[src/rtl/stopwatch_ctrl.sv]
// stopwatch_ctrl
//   Run/pause/clear sequencer for the stopwatch seconds/minutes time units.
//   Edge-detects the user buttons, runs a 4-state FSM (IDLE/RUN/PAUSE/HALT),
//   prescales m_clk into a 1-per-second tick_en and issues a synchronous
//   clear pulse to the whole counter chain.
//
// Parameters
//   TICK_DIV     m_clk cycles per tick_en pulse (>= 2)
//   HALT_AT_MAX  1: freeze at 59:59 in HALT; 0: let the counters wrap to 00:00
//
// Ports
//   m_clk      in   system clock, rising edge
//   a_rst_n    in   asynchronous active-low reset
//   start_in   in   start/resume request (level, rising edge acts)
//   stop_in    in   pause request (level, rising edge acts)
//   clear_in   in   clear request (level, rising edge acts)
//   sec_val    in   [5:0] current seconds count
//   min_val    in   [5:0] current minutes count
//   tick_en    out  1-cycle count pulse to the seconds unit
//   units_clr  out  1-cycle synchronous clear to all time units
//   state_o    out  [1:0] FSM state: 00 IDLE, 01 RUN, 10 PAUSE, 11 HALT
//   running    out  high while state_o == RUN
//
// Optional build macro LAP_CAPTURE_EN adds lap capture:
//   lap_in     in   lap request (level, rising edge acts in RUN or HALT)
//   lap_sec    out  [5:0] captured seconds
//   lap_min    out  [5:0] captured minutes
//   lap_valid  out  a lap has been captured since the last clear
`timescale 1ns/1ps

module stopwatch_ctrl #(
   parameter int unsigned TICK_DIV    = 100_000_000,
   parameter int unsigned HALT_AT_MAX = 1
) (
   input  logic       m_clk,
   input  logic       a_rst_n,
   input  logic       start_in,
   input  logic       stop_in,
   input  logic       clear_in,
   input  logic [5:0] sec_val,
   input  logic [5:0] min_val,
`ifdef LAP_CAPTURE_EN
   input  logic       lap_in,
   output logic [5:0] lap_sec,
   output logic [5:0] lap_min,
   output logic       lap_valid,
`endif
   output logic       tick_en,
   output logic       units_clr,
   output logic [1:0] state_o,
   output logic       running
);

   localparam int unsigned PW = $clog2(TICK_DIV);
   localparam logic [PW-1:0] PRESC_MAX = PW'(TICK_DIV - 1);

   typedef enum logic [1:0] {
      StIdle  = 2'b00,
      StRun   = 2'b01,
      StPause = 2'b10,
      StHalt  = 2'b11
   } state_t;

   state_t        state_q, state_d;
   logic [PW-1:0] presc_q;
   logic          start_hist_q, stop_hist_q, clear_hist_q;

   logic start_edge, stop_edge, clear_edge;
   logic clr_ev, stop_ev, start_ev;
   logic presc_en, tick_pt, at_max, halt_now;

   assign start_edge = start_in & ~start_hist_q;
   assign stop_edge  = stop_in & ~stop_hist_q;
   assign clear_edge = clear_in & ~clear_hist_q;

   // Priority clear > stop > start; losing edges in the same cycle are dropped.
   assign clr_ev   = clear_edge;
   assign stop_ev  = stop_edge & ~clear_edge;
   assign start_ev = start_edge & ~stop_edge & ~clear_edge;

   assign presc_en = (state_q == StRun) & ~stop_ev & ~clr_ev;
   assign tick_pt  = presc_en & (presc_q == PRESC_MAX);
   assign at_max   = tick_pt & (sec_val == 6'd59) & (min_val == 6'd59);
   assign halt_now = at_max & (HALT_AT_MAX != 0);

   always_comb begin
      state_d = state_q;
      if (clr_ev) begin
         state_d = StIdle;
      end else begin
         unique case (state_q)
            StIdle:  if (start_ev) state_d = StRun;
            StRun: begin
               if (stop_ev)       state_d = StPause;
               else if (halt_now) state_d = StHalt;
            end
            StPause: if (start_ev) state_d = StRun;
            StHalt:  state_d = StHalt;
            default: state_d = StIdle;
         endcase
      end
   end

`ifdef LAP_CAPTURE_EN
   logic lap_hist_q;
   logic lap_edge;
   assign lap_edge = lap_in & ~lap_hist_q;
`endif

   always_ff @(posedge m_clk or negedge a_rst_n) begin
      if (!a_rst_n) begin
         state_q      <= StIdle;
         presc_q      <= '0;
         start_hist_q <= 1'b0;
         stop_hist_q  <= 1'b0;
         clear_hist_q <= 1'b0;
         tick_en      <= 1'b0;
         units_clr    <= 1'b0;
         running      <= 1'b0;
`ifdef LAP_CAPTURE_EN
         lap_hist_q   <= 1'b0;
         lap_sec      <= '0;
         lap_min      <= '0;
         lap_valid    <= 1'b0;
`endif
      end else begin
         start_hist_q <= start_in;
         stop_hist_q  <= stop_in;
         clear_hist_q <= clear_in;

         state_q   <= state_d;
         running   <= (state_d == StRun);
         units_clr <= clr_ev;
         // Reaching 59:59 in halt mode swallows the tick so the counters hold.
         tick_en   <= tick_pt & ~halt_now;

         // A stop edge holds presc, so a resume finishes the partial second.
         if (clr_ev || halt_now) begin
            presc_q <= '0;
         end else if (presc_en) begin
            presc_q <= (presc_q == PRESC_MAX) ? '0 : presc_q + PW'(1);
         end

`ifdef LAP_CAPTURE_EN
         lap_hist_q <= lap_in;
         if (clr_ev) begin
            lap_sec   <= '0;
            lap_min   <= '0;
            lap_valid <= 1'b0;
         end else if (lap_edge && (state_q == StRun || state_q == StHalt)) begin
            // sec_val/min_val still hold pre-tick values this cycle.
            lap_sec   <= sec_val;
            lap_min   <= min_val;
            lap_valid <= 1'b1;
         end
`endif
      end
   end

   assign state_o = state_q;

endmodule

[config.mk]
export PLATFORM = sky130hd
export DESIGN_NAME = stopwatch_ctrl
export DESIGN_NICKNAME = d
export VERILOG_FILES = /design/src/rtl/stopwatch_ctrl.sv
export SDC_FILE = /design/constraint.sdc
export NUM_CORES = 1
export LEC_CHECK = 0
export ABC_AREA = 1
export BUFFER_PORTS_ARGS = -buffer_cell sky130_fd_sc_hd__buf_4
export CAP_MARGIN = 20
export CORE_MARGIN = 3
export CORE_UTILIZATION = 50
export CTS_BUF_LIST = sky130_fd_sc_hd__clkbuf_16
export DETAILED_ROUTE_END_ITERATION = 6
export GPL_TIMING_DRIVEN = 1
export HOLD_SLACK_MARGIN = 0.12
export PLACE_DENSITY = 0.78
export SKIP_LAST_GASP = 1
export SLEW_MARGIN = 20
export SYNTH_ARGS = -nofsm -noshare
export SYNTH_HDL_FRONTEND = slang
export SYNTH_SLANG_ARGS = --single-unit
[constraint.sdc]
create_clock -name m_clk -period 2.2 [get_ports m_clk]
set_clock_uncertainty 0.1 [all_clocks]
set_input_delay 0.22 -clock m_clk [delete_from_list [all_inputs] [get_ports m_clk]]
set_output_delay 0.22 -clock m_clk [all_outputs]
set_load 0.05 [all_outputs]
Word level (Yosys, flattened, before mapping)

Cells that the tools add are included.

Bitwise gates (word level): 19
Reductions and logical operators: 4
$add $sub $neg: 1
Mux-type cells: 8
Equal/unequal tests: 7

Operator list:

| operator                                                        | count |
|---|---|
| 27-bit two-way mux                                              | 3 |
| 27-bit by 1-bit adder with 27-bit output, second input constant | 1 |
| 27-bit == test, second input constant                           | 1 |
| 1-bit bitwise AND                                               | 12 |
| 6-bit == test, second input constant                            | 2 |
| 2-bit two-way mux                                               | 4 |
| 1-bit inverter                                                  | 7 |
| 2-bit one-hot mux with 3 select lines                           | 1 |
| 2-bit by 1-bit == test with 1-bit output, second input constant | 2 |
| 2-bit == test, second input constant                            | 2 |
| 2-bit zero test                                                 | 1 |
| 2-bit nonzero test                                              | 1 |
| 2-bit OR reduction                                              | 1 |
| 1-bit logical OR                                                | 1 |

Output and inout port bits: 5
Logic and storage cells: 47
Bits in registers: 35
Input port bits: 17

Logic depth before layout (Yosys ltp)

Gate-level depths: netlist (run 1).

Depth in word-level cells: 15
Gate-level depth with buffers: 11
Gate-level depth less buffers: 10

Worst setup path after synthesis (run 1)

No wires, ideal clock.

Path type: register -> register
Start point: register state_q[0] (netlist: state_o[0])
End point: register presc_q[8]
Slack: 0.376 ns
Required time: 1.972 ns
Setup time: 0.128 ns
Stages on the path, launching flop included: 8
Buffers on the path: 1
Arrival: 1.597 ns
Period minus slack after synthesis: 1.824 ns
Cells stage by stage: dfrtp_1 > inv_1 > or2_4 > nor2_4 > inv_4 > nand2_4 > buf_4 > o22ai_1

Cells in the longest elaborated chain, start to end: 8
Elaborated cells on any way between the ends: 9
Those cells by class: eq/ne (1); mux (1); bitwise (5); reduce/logical (2)

Ends and longest elaborated chain:

| element                                                  | line | RTL |
|---|---|---|
| from (decl)                                              | 64   | `state_t state_q, state_d;` |
| from (signal assigned)                                   | 112  | `state_q <= StIdle;` |
| from (signal assigned)                                   | 131  | `state_q <= state_d;` |
| 2-bit by 1-bit == test with 1-bit output (*)             | 81   | `assign presc_en = (state_q == StRun) & ~stop_ev & ~clr_ev;` |
| 1-bit bitwise AND (*) (2 in a row)                       | 81   |  |
| 1-bit bitwise AND                                        | 82   | `assign tick_pt = presc_en & (presc_q == PRESC_MAX);` |
| 1-bit bitwise AND (2 in a row)                           | 83   | `assign at_max = tick_pt & (sec_val == 6'd59) & (min_val == 6'd59);` |
| 1-bit logical OR                                         | 138  | `if (clr_ev \|\| halt_now) begin` |
| 27-bit two-way mux or 2-bit nonzero test (tied branches) | --   |  |
| to (signal assigned)                                     | 141  | `presc_q <= (presc_q == PRESC_MAX) ? '0 : presc_q + PW'(1);` |
| to (decl)                                                | 65   | `logic [PW-1:0] presc_q;` |

Every way passes the cells marked *; elsewhere a longest branch is shown, timed or not.
A chain may end at the register's enable or synchronous reset.

Worst setup path in the final report (run 1)

Start point: input port stop_in
End point: register presc_q[18]

Cells in the longest elaborated chain, start to end: 10
Elaborated cells on any way between the ends: 11
Those cells by class: mux (1); bitwise (8); reduce/logical (2)

Ends and longest elaborated chain:

| element                                                  | line | RTL |
|---|---|---|
| from (decl)                                              | 38   | `input logic stop_in,` |
| 1-bit bitwise AND (*)                                    | 73   | `assign stop_edge = stop_in & ~stop_hist_q;` |
| 1-bit bitwise AND (*)                                    | 78   | `assign stop_ev = stop_edge & ~clear_edge;` |
| 1-bit inverter (*)                                       | 81   |  |
| 1-bit bitwise AND (*) (2 in a row)                       | 81   |  |
| 1-bit bitwise AND                                        | 82   |  |
| 1-bit bitwise AND (2 in a row)                           | 83   |  |
| 1-bit logical OR                                         | 138  |  |
| 27-bit two-way mux or 2-bit nonzero test (tied branches) | --   |  |

Marks and branches as above.

==> results of run 1 <==
==> power breakdown <==
part / switching [mW] / leakage, nW / internal (mW) / total (mW)
combinational: 0.156 / 0.738 / 0.0738 / 0.230
clock: 0.285 / 0.0664 / 0.423 / 0.708
sequential: 0.0168 / 0.477 / 0.669 / 0.686
==> per-layer routing <==
metal / vias up / part of all wire / GRT usage
met3: 5 / 0.052 / 0.0356
li1: 1115 / - / -
met1: 1034 / 0.46 / 0.321
met2: 63 / 0.48 / 0.369
met4: 0 / 0.0093 / 0.0602
met5: - / 0 / 0
==> flip-flops by register name, indices dropped and copies added, names as in the netlist <==
| register | cells |
|---|---|
| clear_hist_q | 1 |
| presc_q | 27 |
| running | 1 |
| start_hist_q | 1 |
| state_o | 2 |
| stop_hist_q | 1 |
| tick_en | 1 |
| units_clr | 1 |
==> worst min path at each step <==
| stage | start | slack (ns) | endpoint |
|---|---|---|---|
| 3_5_place_dp | a_rst_n | 0.1 | tick_en |
| 4_1_cts | a_rst_n | 0.34 | presc_q[15] |
| 6_report | a_rst_n | 0.33 | presc_q[24] |
| 5_1_grt | clear_hist_q | 0.36 | units_clr |
| 2_1_floorplan | a_rst_n | -0.18 | clear_hist_q |
| 3_3_place_gp | a_rst_n | 0.1 | tick_en |
==> synth_stat cells <==
| library cell | count | area (um2) |
|---|---|---|
| nor3b_1 | 2 | 15.0 |
| ha_1 | 1 | 12.5 |
| a21oi_1 | 3 | 15.0 |
| inv_4 | 2 | 12.5 |
| nand2_2 | 6 | 37.5 |
| inv_2 | 2 | 7.51 |
| o21ai_1 | 1 | 5.00 |
| o21ai_2 | 8 | 70.1 |
| nand4_1 | 13 | 81.3 |
| nand3_1 | 26 | 130 |
| nor2_4 | 3 | 33.8 |
| xor2_1 | 9 | 78.8 |
| buf_6 | 2 | 22.5 |
| nand2_1 | 81 | 304 |
| nand2_4 | 3 | 33.8 |
| nor2_2 | 3 | 18.8 |
| nand2_8 | 1 | 20.0 |
| o21bai_1 | 1 | 7.51 |
| buf_8 | 1 | 15.0 |
| or2_4 | 1 | 8.76 |
| inv_1 | 40 | 150 |
| o21ai_0 | 11 | 55.1 |
| nor3_2 | 1 | 10.0 |
| nor2_1 | 45 | 169 |
| o22ai_1 | 6 | 37.5 |
| buf_2 | 2 | 10.0 |
| dfrtp_1 | 35 | 876 |
| nor2_8 | 2 | 40.0 |
| a21boi_0 | 1 | 7.51 |
| buf_4 | 1 | 7.51 |
| or2_2 | 1 | 6.26 |
| nor3_1 | 6 | 30.0 |
| nand4_4 | 1 | 21.3 |
| nand3_2 | 7 | 70.1 |
==> cell type report <==
| cell class | count | area [um2] | share of cell area |
|---|---|---|---|
| Tap cell | 52 | 65.1 | 0.0234 |
| Multi-Input combinational cell | 243 | 1320 | 0.474 |
| Timing Repair Buffer | 26 | 205 | 0.0737 |
| Sequential cell | 35 | 876 | 0.315 |
| Clock buffer | 5 | 125 | 0.0449 |
| Inverter | 44 | 170 | 0.0611 |
| Clock inverter | 3 | 23.8 | 0.00854 |
==> logic make-up (layout without fill, tap and decap cells) <==
kind of cell / after synthesis / count (layout) / share of synthesized area
DFF: 35 / 35 / 0.362
buffers and inverters: 50 / 78 / 0.0931
xor gates and xnor gates: 9 / 9 / 0.0326
and+or+nand+nor: 202 / 202 / 0.426
AOI/OAI and AO/OA: 31 / 31 / 0.0817
adders and majority gates: 1 / 1 / 0.00517
==> worst max-delay path, delay by kind of cell <==
| kind | cells | cell delay, ns |
|---|---|---|
| AOI/OAI and AO/OA | 1 | 0.14 |
| buffers and inverters | 5 | 0.92 |
| and+or+nand+nor | 4 | 0.63 |
==> through the flow <==
| step | total power, mW | instance area (um2) | setup slack [ns] | utilization |
|---|---|---|---|---|
| 2_1_floorplan | 0.858 | 2420 | 0.376 | - |
| 3_5_place_dp | 0.924 | 2590 | 0.468 | 0.576 |
| 3_3_place_gp | 0.921 | 2590 | 0.492 | 0.576 |
| 4_1_cts | 1.64 | 2780 | 0.307 | 0.618 |
| 5_1_grt | 1.69 | 2780 | 0.137 | 0.618 |
| 6_report | 1.62 | 2780 | 0.314 | 0.618 |
==> summary.txt, run 1 <==
Timing
  – FMAX: 0.530 GHz
  – Final Cycle Share: 0.857
  – Max-slew headroom: 0.712
  – Final setup fails: 0
  – Hold Fails Final Rpt: 0
  – Worst Tran Pin Value: 0.431 ns
  – RSZ-0062 raised after global routing: false
  – Max Transition Viols Final: 0
  – Post-layout min period: 1.89 ns
  – Hold Slack: 0.327 ns
  – TNS Setup: 0 ns

Global routing
  – Vias in the first global route: 2187
  – Largest net degree at the start of global routing: 36
  – Overflow after GRT: 0
  – All-Layer GR Usage: 0.228
  – Antenna violations before repair: 0
  – First-pass GRT wire length: 10000 um

Finish
  – Share of post-route cells with drive strength above 1: 0.199
  – Most frequent cells in the layout: 81 x nand2_1, 45 x nor2_1, 40 x inv_1
  – Most common cell after layout, fill and taps aside: nand2_1
  – Fillcell total: 397
  – Area grow syn2layout: 15.0%
  – Inserted Diodes: 0
  – Non-filler cells, final: 408
  – Layout Nets: 373

Clock network
  – Setup Buffers After CTS: 0
  – TritonCTS clock tree: built
  – H-tree Lvls: 2
  – Number of hold buffers added after CTS: 4
  – CTS root buffer: clkbuf_16
  – Clk buf depth: 2
  – CTS Buf Count: 5
  – Clock Pin Slew Worst Setup and Hold Paths: 0.06 ns
  – Clk_lat worst skew: 0.28 ns
  – Post_cts resized: 0
  – CTS sink cnt: 35

Synthesis
  – Yosys reg bits: 35
  – Post-synth net total: 346
  – Unique masters post-synth: 34
  – Syn Area/Cell: 7.38 um2
  – Area of the mapped netlist: 2420 um2
  – Post-synthesis sequential area ratio: 0.362
  – Cells after Synth: 328
  – Warnings, synthesis: 0

Critical path
  – Register-to-Register Path Depth: 9
  – CP Launch Type: primary input
  – Crit path to: presc_q[18]
  – Slowest-stage cell, CP: dlygate4sd3_1
  – CP required: 2.25 ns
  – Reg-to-Reg End: presc_q[19]
  – WP data arrival: 1.94 ns
  – Worst R2R Start: presc_q[13]
  – Most used cell along the critical path: inv_1
  – Critical path class: primary input to flip-flop
  – Slowest Stage Delay on Critical Path: 0.54 ns
  – Cell chain of the critical path: dlygate4sd3_1 -> buf_4 -> inv_1 -> nor2_1 -> inv_1 -> nand2_1 -> nor2_4 -> inv_4 -> nand2_4 -> o22ai_1
  – Worst Setup SP: stop_in
  – Max FO, Critical Path: 22
  – Worst R2R Setup Slack: 0.45 ns
  – Setup crit end kind: flip-flop

Placed design
  – Placer's final routability congestion estimate: 0.956
  – IO buf count: 21
  – Placed Instances: 396
  – Post-DP HPWL: 4140 um

Die
  – Chip height: 75.6 um
  – CORE AREA: 4500 um2
  – I/O pin cnt: 22
  – Die X: 75.6 um
  – Site row count: 24
  – Starting Density: 0.537
  – Die area: 5710 um2

Drt
  – Antenna-violating nets left: 0
  – Avg WL per Cell: 13.5 um
  – Via count: 2217
  – Vias per cell: 5.43
  – Drt total wl: 5490 um
  – First-pass DRT Iterations: 4
  – Starting DRT DRC Count: 309
  – Residual DRC count: 0

Run status
  – Status: completed

Power and ir drop
  – PD cells: 583 nW/um2
  – Pleak: 1.28 nW
  – Maximum VDD drop: 0.452 mV

Flow run
  – Max Cap Viol: 0

Worst hold path
  – Hold Path Class: primary input to async pin
Note: power is estimated with default switching activity, not from simulation.
==> run 2: changes to the inputs <==
CORE_MARGIN = 5   (was 3)
==> run 2 against run 1 <==
Compared with the run above: clock power is 1% lower; first-iteration DRC count is 44% lower; worst setup slack improved by 0.012 ns; maximum frequency rose by 0.63%; non-clock buffer count unchanged; global-route usage down 3.4 points; final cell count increased by 3.7%; clock-buffer cell count did not move; sequential cell count unchanged; routed wire length is 2.5% higher; critical path depth grew 1; critical endpoint is now presc_q[13]; largest cell class unchanged.
==> summary.txt, run 2 (same netlist as run 1, synthesis figures left out) <==
Placed design
  – IO buf count: 21 (unchanged)
  – Post-Place Worst Slack: 0.460 ns (-0.00867 ns)
  – Dpl cell area: 2610 um2 (+0.72%)
  – Post-DP HPWL: 4140 um (about the same)
  – Placer's final routability congestion estimate: 0.956 (about the same)

Global routing
  – Overflow after GRT: 0 (unchanged)
  – All-Layer GR Usage: 0.194 (-0.0342)
  – Largest net degree at the start of global routing: 36 (unchanged)
  – Vias in the first global route: 2169 (-0.82%)
  – Antenna violations before repair: 0 (unchanged)
  – First-pass GRT wire length: 9760 um (-2.4%)

Timing
  – TNS Setup: 0 ns (unchanged)
  – Max-slew headroom: 0.687 (-0.0251)
  – Fin worst setup slack: 0.326 ns (+0.0119 ns)
  – RSZ-0062 raised after global routing: false
  – Hold Slack: 0.327 ns (-0.000147 ns)
  – Final Cycle Share: 0.852 (-0.00540)
  – Hold Fails Final Rpt: 0 (unchanged)
  – Worst Tran Pin Value: 0.469 ns (+0.0376 ns)
  – Final setup fails: 0 (unchanged)
  – FMAX: 0.534 GHz (+0.63%)
  – Max Transition Viols Final: 0 (unchanged)
  – Post-layout min period: 1.87 ns (-0.0119 ns)

Clock network
  – H-tree Lvls: 2 (unchanged)
  – Clock Pin Slew Worst Setup and Hold Paths: 0.06 ns (about the same)
  – TritonCTS clock tree: built
  – Setup Buffers After CTS: 0 (unchanged)
  – CTS sink cnt: 35 (unchanged)
  – CTS root buffer: clkbuf_16
  – Clk buf depth: 2 (unchanged)
  – CTS Buf Count: 5 (unchanged)
  – Clk_lat worst skew: 0.28 ns (about the same)

Die
  – Starting Density: 0.512 (-0.0249)
  – Site row count: 25 (+4.2%)
  – CORE AREA: 4720 um2 (+4.9%)
  – Chip height: 79.6 um (+5.3%)
  – Die area: 6330 um2 (+11%)
  – I/O pin cnt: 22 (unchanged)
  – Die X: 79.6 um (+5.3%)

Drt
  – Drt total wl: 5630 um (+2.5%)
  – Starting DRT DRC Count: 174 (-44%)
  – Vias per cell: 5.23 (-3.8%)
  – Avg WL per Cell: 13.3 um (-1.1%)
  – Residual DRC count: 0 (unchanged)
  – Via count: 2212 (-0.23%)
  – First-pass DRT Iterations: 4 (unchanged)
  – Antenna-violating nets left: 0 (unchanged)

Critical path
  – CP Launch Type: primary input
  – Max FO, Critical Path: 22 (unchanged)
  – WP data arrival: 1.99 ns (+0.05 ns)
  – Setup crit end kind: flip-flop
  – Critical path class: primary input to flip-flop
  – Worst Setup SP: stop_in
  – Worst R2R Start: presc_q[1]
  – CP required: 2.32 ns (+0.07 ns)

Finish
  – Layout Nets: 373 (unchanged)
  – Post-route cell area: 2800 um2 (+0.54%)
  – Inserted Diodes: 0 (unchanged)
  – Biggest register: presc_q
  – Most common cell after layout, fill and taps aside: nand2_1
  – Max reg flops: 27 (unchanged)
  – Most frequent cells in the layout: 81 x nand2_1, 45 x nor2_1, 40 x inv_1
  – Area grow syn2layout: 15.7%
  – Share of post-route cells with drive strength above 1: 0.197 (-0.00281)

Power and ir drop
  – PD cells: 577 nW/um2 (-0.99%)
  – Maximum VDD drop: 0.466 mV (+3.0%)
  – Pleak: 1.28 nW (about the same)

Flow run
  – Max Cap Viol: 0 (unchanged)

Worst hold path
  – HP Start: min_val[2]
  – Hold Path Class: primary input to flip-flop

Run status
  – Status: completed
run 2: metal layers:
| metal | part of all wire | vias up | track usage |
|---|---|---|---|
| met3 | 0.042 | 11 | 0.0429 |
| li1 | - | 1117 | - |
| met1 | 0.46 | 1037 | 0.250 |
| met4 | 0.015 | 0 | 0.0601 |
| met2 | 0.48 | 47 | 0.324 |
| met5 | 0 | - | 0 |
run 2: worst max-delay path: stages:
cell           delay [ns]
dlygate4sd3_1        0.54
buf_4                0.14
inv_1                0.04
nor2_1               0.05
inv_1                0.06
nand2_1              0.08
nor2_4               0.22
inv_4                0.14
nand2_4              0.27
nand4_1              0.14
nand2_1              0.08
run 2: path summary, 6_finish.rpt:
path	depth (start not counted)	to	slack, ns
max in group asynchronous	2	presc_q[5]	1.33
min in group asynchronous	2	presc_q[15]	0.34
worst min register to register	1	units_clr	0.34
worst max-delay path	11	presc_q[13]	0.33
worst min-delay path	5	tick_en	0.33
worst max register to register	10	presc_q[13]	0.41
run 2: timing repair:
action                                 CTS  global route
hold buffers                             4             0
endpoints found under the hold margin   39             0
resized for setup                        0             0
run 2: cell type report:
class                   count  area, um2
fillers                   411       1920
multi-input cells         243       1320
flip-flops and latches     35        876
repair buffers             26        205
inverters                  44        170
clock buffers               5        125
well taps                  67       83.8
clock inverters             3       20.0
run 2: report_power, final:
part	internal, mW	switching [mW]	total [mW]
logic	0.0737	0.157	0.230
clock network	0.417	0.283	0.700
registers	0.669	0.0165	0.686
run 2: stage by stage:
step / power [mW] / utilization / std cells
finish: 1.62 / 0.593 / 423
global placement: 0.919 / 0.553 / 411
floorplan: 0.858 / - / 328
CTS: 1.62 / 0.593 / 423
detailed placement: 0.923 / 0.553 / 411
global route: 1.68 / 0.593 / 423
